### config.mk
export PLATFORM = sky130hd
export DESIGN_NAME = serial_adder
export DESIGN_NICKNAME = d
export VERILOG_FILES = /design/src/rtl/adder_pkg.sv /design/src/rtl/digit_adder.sv /design/src/rtl/serial_adder.sv
export SDC_FILE = /design/constraint.sdc
export NUM_CORES = 1
export LEC_CHECK = 0
export CAP_MARGIN = 20
export CORE_MARGIN = 8
export CORE_UTILIZATION = 46
export DETAILED_ROUTE_END_ITERATION = 7
export HOLD_SLACK_MARGIN = 0.05
export PLACE_DENSITY = 0.77
export SLEW_MARGIN = 0
export SYNTH_ARGS = -nofsm -noshare
export SYNTH_HDL_FRONTEND = slang
export SYNTH_SLANG_ARGS = --single-unit
### constraint.sdc
create_clock -name clk -period 2.01 [get_ports clk]
set_clock_uncertainty 0.2 [all_clocks]
set_input_delay 0.3015 -clock clk [delete_from_list [all_inputs] [get_ports clk]]
set_output_delay 0.3015 -clock clk [all_outputs]
set_load 0.01 [all_outputs]
### src/rtl/adder_pkg.sv
// Shared types and sizing helpers for the digit-serial adder.
package adder_pkg;

  typedef enum logic [1:0] {
    IDLE = 2'd0,
    RUN  = 2'd1,
    DONE = 2'd2
  } state_t;

  // Slice counter width; never narrower than one bit so DIGIT == WIDTH still builds.
  function automatic int cnt_width(input int width, input int digit);
    int w;
    w = $clog2(width / digit);
    return (w < 1) ? 1 : w;
  endfunction

endpackage

### src/rtl/digit_adder.sv
// Combinational DIGIT-bit adder slice; zero latency.
// Exposes the carry into its MSB so the top can derive signed overflow.
module digit_adder #(
  parameter int DIGIT = 4
) (
  input  logic [DIGIT-1:0] a,
  input  logic [DIGIT-1:0] b,
  input  logic             c_in,
  output logic [DIGIT-1:0] sum,
  output logic             c_out,
  output logic             c_msb
);

  logic [DIGIT:0] full;

  always_comb begin
    full = {1'b0, a} + {1'b0, b} + {{DIGIT{1'b0}}, c_in};
  end

  assign sum   = full[DIGIT-1:0];
  assign c_out = full[DIGIT];
  // sum bit = a ^ b ^ carry_in at every position, so the MSB carry-in falls out directly.
  assign c_msb = a[DIGIT-1] ^ b[DIGIT-1] ^ full[DIGIT-1];

endmodule

### src/rtl/serial_adder.sv
// Digit-serial add/subtract, DIGIT bits per cycle; result valid WIDTH/DIGIT+1 cycles after accept.
// Result held in DONE until out_ready; a new operand pair may be accepted in the same cycle it drains.
module serial_adder
  import adder_pkg::*;
#(
  parameter int WIDTH = 32,
  parameter int DIGIT = 4
) (
  input  logic             clk,
  input  logic             rst_n,
  input  logic             in_valid,
  output logic             in_ready,
  input  logic [WIDTH-1:0] a,
  input  logic [WIDTH-1:0] b,
  input  logic             c_in,
  input  logic             sub,
  output logic             out_valid,
  input  logic             out_ready,
  output logic [WIDTH-1:0] sum,
  output logic             c_out,
  output logic             ovf
);

  localparam int              NSLICE = WIDTH / DIGIT;
  localparam int              CW     = cnt_width(WIDTH, DIGIT);
  localparam logic [CW-1:0]   LAST   = CW'(NSLICE - 1);

  state_t           state;
  state_t           state_nxt;
  logic [CW-1:0]    cnt;
  logic [WIDTH-1:0] a_sh;
  logic [WIDTH-1:0] b_sh;
  logic [WIDTH-1:0] sum_r;
  logic [WIDTH-1:0] sum_nxt;
  logic             carry;
  logic             rdy_en;
  logic             c_out_r;
  logic             ovf_r;
  logic             load;
  logic             last;
  logic [DIGIT-1:0] s_sum;
  logic             s_cout;
  logic             s_cmsb;

  digit_adder #(.DIGIT(DIGIT)) u_digit (
    .a     (a_sh[DIGIT-1:0]),
    .b     (b_sh[DIGIT-1:0]),
    .c_in  (carry),
    .sum   (s_sum),
    .c_out (s_cout),
    .c_msb (s_cmsb)
  );

  assign last = (cnt == LAST);

  always_ff @(posedge clk or negedge rst_n) begin
    if (!rst_n) begin
      state <= IDLE;
    end else begin
      state <= state_nxt;
    end
  end

  // rdy_en holds in_ready low until the first edge out of reset.
  always_comb begin
    state_nxt = state;
    in_ready  = 1'b0;
    case (state)
      IDLE: in_ready = rdy_en;
      RUN:  if (last) state_nxt = DONE;
      DONE: begin
        in_ready = rdy_en & out_ready;
        if (out_ready) state_nxt = IDLE;
      end
      default: state_nxt = IDLE;
    endcase
    load = in_valid & in_ready;
    if (load) state_nxt = RUN;
  end

  always_comb begin
    sum_nxt = sum_r >> DIGIT;
    sum_nxt[WIDTH-1 -: DIGIT] = s_sum;
  end

  // Subtract is folded in at capture: invert b and the borrow, then plain addition.
  always_ff @(posedge clk or negedge rst_n) begin
    if (!rst_n) begin
      rdy_en  <= 1'b0;
      cnt     <= '0;
      a_sh    <= '0;
      b_sh    <= '0;
      carry   <= 1'b0;
      sum_r   <= '0;
      c_out_r <= 1'b0;
      ovf_r   <= 1'b0;
    end else begin
      rdy_en <= 1'b1;
      if (load) begin
        a_sh  <= a;
        b_sh  <= sub ? ~b : b;
        carry <= c_in ^ sub;
        cnt   <= '0;
      end else if (state == RUN) begin
        a_sh  <= a_sh >> DIGIT;
        b_sh  <= b_sh >> DIGIT;
        carry <= s_cout;
        cnt   <= cnt + 1'b1;
        sum_r <= sum_nxt;
        if (last) begin
          c_out_r <= s_cout;
          ovf_r   <= s_cout ^ s_cmsb;
        end
      end
    end
  end

  assign out_valid = (state == DONE);
  assign sum       = sum_r;
  assign c_out     = c_out_r;
  assign ovf       = ovf_r;

endmodule

Word level (Yosys, flattened, before mapping)
Index checks and enable logic that the tools add are counted.
{"block": "classes", "reduce_logical": 5, "eq_ne": 6, "mux": 14, "add_sub_neg": 3, "n_bitwise": 8}
{"op": "2-to-1 mux 32 bit", "n": 5}
{"op": "NOT 32 bit", "n": 1}
{"op": "2-to-1 mux 2 bit", "n": 3}
{"op": "2-to-1 mux 3 bit", "n": 2}
{"op": "case mux 2 bit (3 select lines)", "n": 1}
{"op": "AND reduction 3 bit", "n": 2}
{"op": "adder 4 x 4 -> 5 bit", "n": 1}
{"op": "adder 5 x 1 -> 5 bit", "n": 1}
{"op": "bitwise XOR 1 bit", "n": 4}
{"op": "adder 3 x 1 -> 3 bit, second input constant", "n": 1}
{"op": "== test 3 bit, second input constant", "n": 1}
{"op": "!= test 3 x 1 -> 1 bit, second input constant", "n": 1}
{"op": "!= test 3 bit, second input constant", "n": 1}
{"op": "bitwise AND 1 bit", "n": 2}
{"op": "== test 2 x 1 -> 1 bit, second input constant", "n": 1}
{"op": "== test 2 bit, second input constant", "n": 1}
{"op": "zero test 2 bit", "n": 1}
{"op": "2-to-1 mux 1 bit", "n": 2}
{"op": "!= test 2 bit, second input constant", "n": 1}
{"op": "case mux 1 bit (2 select lines)", "n": 1}
{"op": "AND reduction 2 bit", "n": 1}
{"op": "nonzero test 2 bit", "n": 1}
{"op": "NOT 1 bit", "n": 1}
{"block": "word_totals", "out_inout_bits": 36, "reg_bits": 105, "in_bits": 70, "wordCells": 45}

Depth between registers and ports, before layout
{"block": "depth", "word_depth": 5, "mapped_depth": 7, "mapped_depth_nobuf": 7}

Cells and area by module
Synthesis repeated with hierarchy kept, for this count alone.
{"block": "unflattened", "cells_unflattened": 519, "hier_area_um2": 5089.9}
{"mod": "serial_adder", "cells_each": 502, "area_each_um2": 4948.5, "seq_area_each_um2": 2627.5, "n_inst": 1}
{"mod": "digit_adder", "cells_each": 17, "area_each_um2": 141.4, "seq_area_each_um2": 0.0, "n_inst": 1}

Worst setup path before layout
No wires, ideal clock.
{"block": "synth_timing", "path_type": "reg2reg", "start": "register a_sh[0]", "end": "register ovf_r, in the netlist ovf", "path_stages_with_launch": 8, "setup_ps": 127, "slack_ps": -51, "period_less_slack_ps": 2061, "t_required_ps": 1683, "path_buffers": 0, "arrival_ps": 1734, "cell_sequence": "dfrtp_1 inv_1 fa_1 fa_1 nand2b_1 a21oi_1 xnor2_1 o21ai_0"}
{"block": "synth_between", "elab_chain_cells": 4}
{"item": "from (decl)", "line_no": "serial_adder.sv:31", "source": "logic [WIDTH-1:0] a_sh;"}
{"item": "from (signal assigned)", "line_no": "serial_adder.sv:105", "source": "a_sh <= a_sh >> DIGIT;"}
{"item": "adder 4 x 4 -> 5 bit (*)", "line_no": "digit_adder.sv:17", "source": "full = {1'b0, a} + {1'b0, b} + {{DIGIT{1'b0}}, c_in};"}
{"item": "adder 5 x 1 -> 5 bit (*)", "line_no": "digit_adder.sv:17"}
{"item": "bitwise XOR 1 bit", "line_no": "digit_adder.sv:23", "source": "assign c_msb = a[DIGIT-1] ^ b[DIGIT-1] ^ full[DIGIT-1];"}
{"item": "bitwise XOR 1 bit (*)", "line_no": "serial_adder.sv:112", "source": "ovf_r <= s_cout ^ s_cmsb;"}
{"item": "to (signal assigned)", "line_no": "serial_adder.sv:112"}
{"item": "to (decl)", "line_no": "serial_adder.sv:38", "source": "logic ovf_r;"}
Mark *: on every way between the ends. The rest lies on a longest branch, timed or not.
A chain may end at the register's enable or synchronous reset.

Final worst setup path
{"block": "layout_timing", "start": "register carry", "end": "register ovf_r, in the netlist ovf"}
{"block": "layout_between", "elab_chain_cells": 3}
{"item": "from (decl)", "line_no": "serial_adder.sv:35", "source": "logic carry;"}
{"item": "from (signal assigned)", "line_no": "serial_adder.sv:102", "source": "carry <= c_in ^ sub;"}
{"item": "from (signal assigned)", "line_no": "serial_adder.sv:107", "source": "carry <= s_cout;"}
{"item": "adder 5 x 1 -> 5 bit (*)", "line_no": "digit_adder.sv:17"}
{"item": "bitwise XOR 1 bit", "line_no": "digit_adder.sv:23"}
{"item": "bitwise XOR 1 bit (*)", "line_no": "serial_adder.sv:112"}
Marks and branches as above.

==> impl_metrics.json <==
{
  "cpMostUsedCell": "fa_2",
  "required_ns": 2.06,
  "yosysMostFrequentCell": "nand2_1",
  "stdcell_area_um2": 6350,
  "ys.flop_type": "dfrtp_1",
  "final_nets": 729,
  "path_delay_family": "adder cells",
  "syn_area_um2": 4850,
  "syn_nets": 631,
  "grt_pass1_vias": 4058,
  "die_area_um2": 14100,
  "period_needed_ns": 1.98,
  "crit_arrival_ns": 2.04,
  "drive_gt1_share_pct": 7.01,
  "slew_headroom_pct": 60.5,
  "drtPass1Iterations": 4,
  "wl_um": 11400,
  "drc": 0,
  "p_leak_nw": 2.93,
  "worst_slew_pin_slew_ns": 0.592,
  "placed_area_um2": 6120,
  "drt_iter0_markers": 375,
  "rows": 37,
  "path_clk_slew_ns": 0.10,
  "antenna_cells": 0,
  "layoutNonFillerInstCount": 792,
  "max_stage_delay_ns": 0.39,
  "finalPower_mw": 9.02,
  "tritoncts": "done",
  "cts_made_buffers": 9,
  "worst_hold_slack_ns": 0.272,
  "maxCapViolations": 0,
  "hpwl_um": 8200,
  "netlist.area_leader.share_pct": 54.2,
  "via_count": 4031,
  "powerDensity_nw_per_um2": 1420,
  "viasPerCell": 5.09,
  "grt_pass1_wl_um": 19200,
  "crit_path_top_delay_cell": "fa_2",
  "ant_nets": 0,
  "routedWlPerCell_um": 14.4,
  "crit_path_end_kind": "flop",
  "chipHeight_um": 119,
  "cts_buffer_depth": 2,
  "start_util_pct": 47.2,
  "grt_remaining_overflow": 0,
  "path_max_fanout": 3,
  "crit_type": "reg2reg",
  "clk_latency_ns": 0.36,
  "synth_common_cells": "nand2_1, dfrtp_1, nor2_1",
  "yosysSeqAreaShare_pct": 54.2,
  "postSynthAreaPerCell_um2": 8.76,
  "async_flop_share_pct": 100,
  "cts_sinks": 105,
  "synth_edf_count": 0,
  "cts_root_buf": "clkbuf_8",
  "grt_setup_unrepaired": "yes",
  "cp_cell_sequence": "inv_2, fa_2, fa_2, nand2b_4, a21oi_4, xnor2_1, o21ai_1",
  "track_usage_pct": 16.1,
  "ys_warn_count": 0,
  "setup_violations": 0,
  "vdd_drop_max_uv": 687,
  "postSynthCellCount": 554,
  "grt_max_degree": 67,
  "finalCritPeriodShare_pct": 98.7,
  "dp_cells": 774,
  "synth_top_cell_by_area": "dfrtp_1",
  "io_buffers": 105,
  "slew_viol_final": 0,
  "gp_congestion": 0.866,
  "crit_start": "carry",
  "crit_buf_inv": 1,
  "rr_startpoint": "carry",
  "ys_types": 27,
  "core_um2": 10300,
  "setup_ws_ns": 0.0269,
  "syn2layout_area_growth_pct": 31.0,
  "synth_area_leaders": "dfrtp_1, nand2_1, a31oi_1",
  "tns_ns": 0,
  "max_freq_mhz": 504,
  "status": "finished clean",
  "final_util_pct": 61.8,
  "synth.ff_latch_count": 105,
  "htree_levels": 3,
  "dieWidth_um": 119,
  "antenna_found_initial": 0,
  "start_kind": "flop",
  "hp-class": "in2async",
  "hold_violations": 0,
  "pre_cts_ws_ns": -0.0993,
  "ios": 106
}
-- cells by family after synthesis --
kind of cell               synth area share (%)
AOI/OAI and AO/OA                          9.41
xor gates and xnor gates                   6.68
adders and majority gates                  2.12
buffers and inverters                      4.28
DFF                                        54.2
muxes                                     0.232
other                                    0.0773
and+or+nand+nor                            23.0
-- what timing repair did --
action	in CTS	in global routing
setup buffers	2	0
endpoints found under the hold margin	39	0
hold buffers	1	0
setup endpoints to repair	4	2
resized for setup	9	0
pin swaps	4	2
-- cells in the final DEF (no fill, tap or decap), types with 2 or more instances in the layout --
| cell | n |
|---|---|
| nand2_1 | 209 |
| dfrtp_1 | 103 |
| clkdlybuf4s50_1 | 101 |
| nor2_1 | 56 |
| a31oi_1 | 52 |
| xor2_1 | 29 |
| buf_4 | 15 |
| nand3_1 | 10 |
| clkbuf_8 | 10 |
| xnor2_1 | 8 |
| o21ai_0 | 6 |
| o21ai_1 | 6 |
| buf_12 | 6 |
| ha_1 | 5 |
| inv_1 | 4 |
| a22oi_1 | 4 |
| a21oi_1 | 3 |
| nand2b_4 | 2 |
| o31ai_1 | 2 |
| fa_2 | 2 |
| clkinvlp_4 | 2 |
| dlygate4sd2_1 | 2 |
| dfrtp_2 | 2 |
-- where the power goes --
group	internal (mW)	switching (mW)
Sequential	3.08	0.593
Clock	0.606	0.690
Combinational	1.88	2.18
Total	5.56	3.46
-- path summary, 6_finish.rpt --
check | slack, ns | to | cells past startpoint
setup / recovery | 0.03 | ovf | 7
hold / removal | 0.27 | sum[20] | 2
setup reg to reg | 0.03 | ovf | 7
hold reg to reg | 0.28 | sum[2] | 2
max in group asynchronous | 0.76 | sum[5] | 3
min in group clk | 0.28 | sum[2] | 2
-- state kept, by name, indices dropped and copies added, names as in the netlist --
signal / flops
a_sh: 32
b_sh: 32
sum: 32
cnt: 3
state: 2
c_out: 1
carry: 1
ovf: 1
rdy_en: 1
-- routing by layer --
metal / GRT usage (%) / part of all wire [%]
met1: 20.9 / 44
met2: 26.0 / 47
met3: 5.00 / 7.4
met4: 3.56 / 0.79
met5: 0 / 0
-- worst register-to-register path, cell delays in order, from the launching register on --
cell,delay [ns]
dfrtp_1,0.37
inv_2,0.05
fa_2,0.39
fa_2,0.36
nand2b_4,0.16
a21oi_4,0.14
xnor2_1,0.14
o21ai_1,0.07
-- area by class of cell --
| class | count | area [µm²] |
|---|---|---|
| clock buffer | 11 | 141 |
| clock inverter | 4 | 53.8 |
| fill | 895 | 3920 |
| inverter | 5 | 18.8 |
| multi-input combinational | 405 | 2060 |
| sequential | 105 | 2630 |
| tap | 136 | 170 |
| timing repair buffer | 126 | 1280 |
(Power assumes the default switching activity.)
